`src/rtl/invaders_pkg.sv`:
```
// rtl/invaders_pkg.sv - shared direction constants, FSM encoding and clock scale for the invader formation
package invaders_pkg;

  localparam logic LEFT  = 1'b0;
  localparam logic RIGHT = 1'b1;

  // clk_36MHz ticks per microsecond
  localparam int US_CLKS = 36;

  typedef enum logic [1:0] {
    IDLE    = 2'd0,
    MARCH   = 2'd1,
    CLEARED = 2'd2,
    LANDED  = 2'd3
  } state_t;

endpackage

```
`src/rtl/formation_step_timer.sv`:
```
// rtl/formation_step_timer.sv - period counter that pulses q once every period clocks while en is high
module formation_step_timer #(
  parameter int W = 32
) (
  input  logic         clk_36MHz,
  input  logic         reset,
  input  logic         en,
  input  logic [W-1:0] period,
  output logic         q
);

  logic [W-1:0] count;

  // A shrinking period fires at once rather than waiting for a wrap
  assign q = en && ((count + W'(1)) >= period);

  always_ff @(posedge clk_36MHz) begin
    if (!reset || !en || q) begin
      count <= '0;
    end else begin
      count <= count + W'(1);
    end
  end

endmodule

```
`src/rtl/invader_formation.sv`:
```
// rtl/invader_formation.sv - ROWS x COLS invader formation: march, descend, bullet hits, clear/land status
// Optional INVADERS_SPEEDUP_EN shortens the step period as the formation thins out.
module invader_formation
  import invaders_pkg::*;
#(
  parameter int              COLS      = 20,
  parameter int              ROWS      = 3,
  parameter logic [COLS-1:0] INIT_MASK = 'h001FF,
  parameter int              STEP_US   = 100000,
  parameter int              LEVEL_US  = 10000,
  parameter int              MIN_US    = 2000,
  parameter int              LAND_LINE = 13
) (
  input  logic                           clk_36MHz,
  input  logic                           reset,
  input  logic                           start,
  input  logic                           bullet_valid,
  input  logic [$clog2(COLS)-1:0]        bullet_x,
  input  logic [3:0]                     bullet_y,
  input  logic [2:0]                     level,
  output logic                           hit,
  output logic [$clog2(ROWS)-1:0]        hit_row,
  output logic [$clog2(COLS)-1:0]        hit_col,
  output logic [ROWS*COLS-1:0]           rows_flat,
  output logic [3:0]                     top_line,
  output logic [$clog2(ROWS*COLS+1)-1:0] alive_count,
  output logic                           cleared,
  output logic                           landed
);

  localparam int RW = $clog2(ROWS);
  localparam int AW = $clog2(ROWS*COLS+1);
  localparam int PW = 32;

  state_t          state, state_next;
  logic [COLS-1:0] rows [ROWS];
  logic [COLS-1:0] row_or;
  logic [COLS-1:0] col_mask;
  logic            dir;
  logic            step_pending;
  logic            march;
  logic            kill;
  logic [RW-1:0]   kill_row;
  logic            step_req;
  logic            do_step;
  logic            descend;
  logic [PW-1:0]   reduction;
  logic [PW-1:0]   base_clks;
  logic [PW-1:0]   period;

  function automatic logic [AW-1:0] popcount(input logic [COLS-1:0] v);
    popcount = '0;
    for (int i = 0; i < COLS; i++) begin
      popcount = popcount + AW'(v[i]);
    end
  endfunction

  always_comb begin
    alive_count = '0;
    rows_flat   = '0;
    row_or      = '0;
    for (int r = 0; r < ROWS; r++) begin
      alive_count = alive_count + popcount(rows[r]);
      rows_flat[r*COLS +: COLS] = rows[r];
      row_or = row_or | rows[r];
    end
  end

  // Out-of-range bullet_x shifts the mask to zero, so it can never hit
  assign col_mask = COLS'(1) << bullet_x;

  // Descending loop leaves the lowest matching row as the winner
  always_comb begin
    kill     = 1'b0;
    kill_row = '0;
    for (int r = ROWS - 1; r >= 0; r--) begin
      if (march && bullet_valid && (bullet_y == top_line + 4'(r + 1)) && |(rows[r] & col_mask)) begin
        kill     = 1'b1;
        kill_row = RW'(r);
      end
    end
  end

  assign do_step = march && (step_req || step_pending) && !kill;
  assign descend = do_step && (((dir == LEFT) && row_or[COLS-1]) || ((dir == RIGHT) && row_or[0]));

  always_comb begin
    reduction = PW'(level) * PW'(LEVEL_US);
    if ((reduction + PW'(MIN_US)) >= PW'(STEP_US)) begin
      base_clks = PW'(MIN_US * US_CLKS);
    end else begin
      base_clks = (PW'(STEP_US) - reduction) * PW'(US_CLKS);
    end
    period = base_clks;
`ifdef INVADERS_SPEEDUP_EN
    if (alive_count == AW'(1)) begin
      period = base_clks >> 2;
    end else if (32'(alive_count) <= (ROWS * COLS / 4)) begin
      period = base_clks >> 1;
    end
    if (period < PW'(MIN_US * US_CLKS / 4)) begin
      period = PW'(MIN_US * US_CLKS / 4);
    end
`endif
  end

  formation_step_timer #(.W(PW)) u_timer (
    .clk_36MHz (clk_36MHz),
    .reset     (reset),
    .en        (march),
    .period    (period),
    .q         (step_req)
  );

  always_ff @(posedge clk_36MHz) begin
    if (!reset) begin
      state <= IDLE;
    end else begin
      state <= state_next;
    end
  end

  always_comb begin
    state_next = state;
    case (state)
      IDLE: begin
        if (start) state_next = MARCH;
      end
      MARCH: begin
        if ((alive_count == '0) || (kill && (alive_count == AW'(1)))) begin
          state_next = CLEARED;
        end else if (descend && ((5'(top_line) + 5'(ROWS)) >= 5'(LAND_LINE))) begin
          state_next = LANDED;
        end
      end
      default: state_next = state;
    endcase
  end

  always_comb begin
    march   = (state == MARCH);
    cleared = (state == CLEARED);
    landed  = (state == LANDED);
  end

  // A kill wins the cycle; a coincident step request waits in step_pending
  always_ff @(posedge clk_36MHz) begin
    if (!reset) begin
      for (int r = 0; r < ROWS; r++) begin
        rows[r] <= INIT_MASK;
      end
      top_line     <= 4'd1;
      dir          <= LEFT;
      step_pending <= 1'b0;
      hit          <= 1'b0;
      hit_row      <= '0;
      hit_col      <= '0;
    end else begin
      hit <= kill;
      if (kill) begin
        rows[kill_row] <= rows[kill_row] & ~col_mask;
        hit_row        <= kill_row;
        hit_col        <= bullet_x;
        step_pending   <= step_pending | step_req;
      end else if (do_step) begin
        step_pending <= 1'b0;
        if (descend) begin
          top_line <= top_line + 4'd1;
          dir      <= ~dir;
        end else begin
          for (int r = 0; r < ROWS; r++) begin
            rows[r] <= (dir == LEFT) ? (rows[r] << 1) : (rows[r] >> 1);
          end
        end
      end
    end
  end

endmodule

```
`config.mk`:
```
export PLATFORM = sky130hd
export DESIGN_NAME = invader_formation
export DESIGN_NICKNAME = d
export VERILOG_FILES = /design/src/rtl/invaders_pkg.sv /design/src/rtl/formation_step_timer.sv /design/src/rtl/invader_formation.sv
export SDC_FILE = /design/constraint.sdc
export NUM_CORES = 1
export LEC_CHECK = 0
export ABC_AREA = 1
export CORE_MARGIN = 2
export CORE_UTILIZATION = 49
export CTS_CLUSTER_DIAMETER = 40
export CTS_CLUSTER_SIZE = 8
export DETAILED_ROUTE_END_ITERATION = 12
export HOLD_SLACK_MARGIN = 0.06
export PLACE_DENSITY_LB_ADDON = 0.12
export RECOVER_POWER = 100
export SLEW_MARGIN = 30
export SYNTH_ARGS = -nofsm -noshare
export SYNTH_HDL_FRONTEND = slang
export SYNTH_HIERARCHICAL = 1
export SYNTH_SLANG_ARGS = --single-unit
```
`constraint.sdc`:
```
create_clock -name clk_36MHz -period 7.8 [get_ports clk_36MHz]
set_input_delay 2.34 -clock clk_36MHz [delete_from_list [all_inputs] [get_ports clk_36MHz]]
set_output_delay 2.34 -clock clk_36MHz [all_outputs]
set_load 0.02 [all_outputs]
```
==> flow_summary.json <==
{
  "wire_per_inst_um": 17.3,
  "path_class": "reg -> out",
  "rows": 55,
  "wirelength_um": 37200,
  "post-place-ws_ps": -1000,
  "antenna_cells": 0,
  "dr_total_vias": 11500,
  "worst_pin_slew_ps": 2360,
  "area_growth_pct": 33.2,
  "seqCellArea_um2": 2760,
  "dp_hpwl_um": 27700,
  "finalSetupViolations": 131,
  "grt_max_degree": 76,
  "start_kind": "flip-flop",
  "coreArea_um2": 22600,
  "cp.arrival_ps": 6070,
  "gr-max-usage-layer": "met2",
  "ioPinCount": 96,
  "synth_cell_types": 51,
  "cts_buffer_depth": 2,
  "synthCells": 1605,
  "grt_use_met3_pct": 7.97,
  "fmax_ghz": 0.119,
  "final_layout_size_suffix_gt1_share_pct": 21.9,
  "synth_top_area_cell": "edfxtp_1",
  "ant_nets": 0,
  "dieWidth_um": 156,
  "period_needed_ps": 8410,
  "violations": "max-capacitance violations, max-slew violations, negative setup slack",
  "grt_pass1_wl_um": 56800,
  "placed_cells": 2093,
  "yosysWarnings": 6,
  "numClockSinks": 108,
  "finalWeightedCongestion": 0.939,
  "fin_cells": 2145,
  "synthesis.area_um2": 11300,
  "rrSetupSlack_ps": 870,
  "num-nets-final": 2017,
  "via_per_inst": 5.37,
  "skew_ps": 20.8,
  "dieArea_um2": 24200,
  "avgSynthCellArea_um2": 7.02,
  "timing.final.crit_share_pct": 108,
  "worst_hold_path_type": "reg -> reg",
  "initialDrtViolationCount": 1141,
  "slew_violations": 24,
  "cellPowerDensity_nw_per_um2": 273,
  "met1_usage_pct": 42.4,
  "antenna_found_initial": 0,
  "overflow": 0,
  "clock_latency_ps": 370,
  "hold_viol": 0,
  "setup_ws_ps": -615,
  "multi_input_comb_area_um2": 7720,
  "yosysSeqAreaShare_pct": 24.5,
  "drcViolationCount": 0,
  "synth-main-ff-cell": "edfxtp_1",
  "initial_utilization_pct": 49.9,
  "port_buffers": 95,
  "relSlewSlack_pct": -59.1,
  "fin_total_pwr_uw": 4090,
  "first_pass_iters": 7,
  "fill_cells": 1923,
  "hold_buffers": 0,
  "worstPathRequired_ps": 5460,
  "leakage_uw": 0.00721,
  "h-tree-depth": 3,
  "max_cap_viol_count": 1,
  "synthDominantCellAreaShare_pct": 16.0,
  "cts_tree": "built",
  "numCtsBuffers": 9,
  "clock-root-buffer": "clkbuf_16",
  "synth_edf_count": 60,
  "outcome": "complete, but fails checks",
  "worstSetupEndpointType": "output port",
  "ys_ff_latch": 108,
  "cts.clk_slew.worst_paths_ps": 90,
  "grtUsageTotal_pct": 29.9,
  "rsz0062_at_grt": "true",
  "cp_max_fo": 2,
  "irDropWorstVdd_v": 0.00174,
  "synthTopCellsByArea": "edfxtp_1 16%, nand2_1 12%, inv_1 11%",
  "grt_pass1_vias": 10900,
  "tns_ps": -21330,
  "grt_util_met2_pct": 44.8,
  "die_h_um": 156,
  "synth_async_sr_flop_share_pct": 0
}
cell type report:
| class | count | area share (%) |
|---|---|---|
| Clock buffer | 10 | 1.53 |
| Clock inverter | 6 | 0.350 |
| Inverter | 350 | 8.81 |
| Multi-Input combinational cell | 1108 | 51.5 |
| Sequential cell | 108 | 18.4 |
| Tap cell | 285 | 2.38 |
| Timing Repair Buffer | 278 | 17.0 |
report_power, final:
group | internal (µW) | total [µW] | switching (µW)
clock network | 225 | 479 | 255
registers | 609 | 619 | 9.91
logic | 1470 | 2990 | 1520
through the flow:
stage | util [%] | hold WS, ps | area (µm²)
2_1_floorplan | - | 452 | 11300
3_3_place_gp | 60.2 | 466 | 13600
3_5_place_dp | 60.2 | 474 | 13600
4_1_cts | 62.7 | 486 | 14200
5_1_grt | 66.4 | 538 | 15000
6_report | 66.4 | 481 | 15000
cell families after synthesis:
logic type | synth area share [%]
xor gates and xnor gates | 4.03
AOI/OAI and AO/OA | 13.7
and+or+nand+nor | 24.5
buffers and inverters | 13.4
other | 0.0333
adders and majority gates | 19.8
DFF | 24.5
state kept, by name, summed over array words and instances, names as in the netlist:
name and count:
hit_row 2, top_line 4, hit_col 5, u_timer/count 32, dir 1, hit 1
step_pending 1, rows 60, state 2
critical path, stage by stage, from the launching register on:
cell and delay, ps:
edfxtp_1 450, fa_1 580, inv_2 50, fa_2 530, inv_2 40, fa_1 480, inv_2 50, fa_1 490
fa_1 430, fa_1 490, fa_2 590, fa_1 440, inv_2 80, ha_4 120, inv_2 30, fa_2 340
o21ai_2 170, xor2_2 160, buf_4 160
routing by layer:
metal  vias up  wire, µm
met2       600     16100
li1       5575         -
met4         0      1070
met5         -         0
met3        82      4100
met1      5263     15900
repair_timing:
action                                  4_1_cts  5_1_grt
gates cloned                                  1        8
buffers inserted                             18       11
endpoints found under the hold margin         0        0
endpoints found under the setup margin      132      132
resized for setup                            76      194
pin swaps                                    21       63
path summary, 6_finish.rpt:
check,startpoint,endpoint,cells after the start
max,rows[1][1]$_DFFE_PP_,alive_count[4],18
min,hit_row[0]$_SDFFE_PN0P_,hit_row[0]$_SDFFE_PN0P_,2
max reg2reg,rows[1][1]$_DFFE_PP_,state[1]$_SDFFE_PN0P_,27
min reg2reg,hit_row[0]$_SDFFE_PN0P_,hit_row[0]$_SDFFE_PN0P_,2
cell usage after synthesis, types with 6 or more instances:
library cell / count
nand4_1: 23
buf_2: 13
a21oi_1: 54
nor2_1: 137
dfxtp_1: 48
xor2_1: 37
edfxtp_1: 60
nor2_4: 6
xnor2_1: 13
o22ai_2: 10
a21o_1: 7
o22ai_1: 28
inv_1: 336
clkbuf_1: 27
fa_1: 53
o21ai_0: 139
nor3_1: 11
nand3_1: 64
or2_2: 10
ha_1: 93
o21ai_1: 10
nand2_1: 358
inv_2: 13
cells in the final DEF, fill, tap and decap left out, types with 8 or more instances in the layout:
cell,netlist,routed
a21oi_1,54,44
o22ai_2,10,19
nand4_1,23,23
clkdlybuf4s50_1,0,12
nand2_1,358,326
fa_1,53,46
clkbuf_16,0,14
nor2_2,3,8
nor2_1,137,129
buf_6,1,17
or2_2,10,10
nand3_1,64,55
nor2_4,6,9
xor2_1,37,30
inv_1,336,314
ha_1,93,79
dlygate4sd3_1,0,74
a21oi_2,0,8
edfxtp_1,60,60
buf_4,2,159
inv_2,13,34
o21ai_2,0,18
nand2_4,1,12
xnor2_1,13,12
nor3_1,11,10
o21ai_1,10,26
o22ai_1,28,19
nand2_2,4,24
o21ai_0,139,105
nand3_2,2,9
ha_4,0,14
dfxtp_1,48,47
Power figures use the tool's default switching activity.
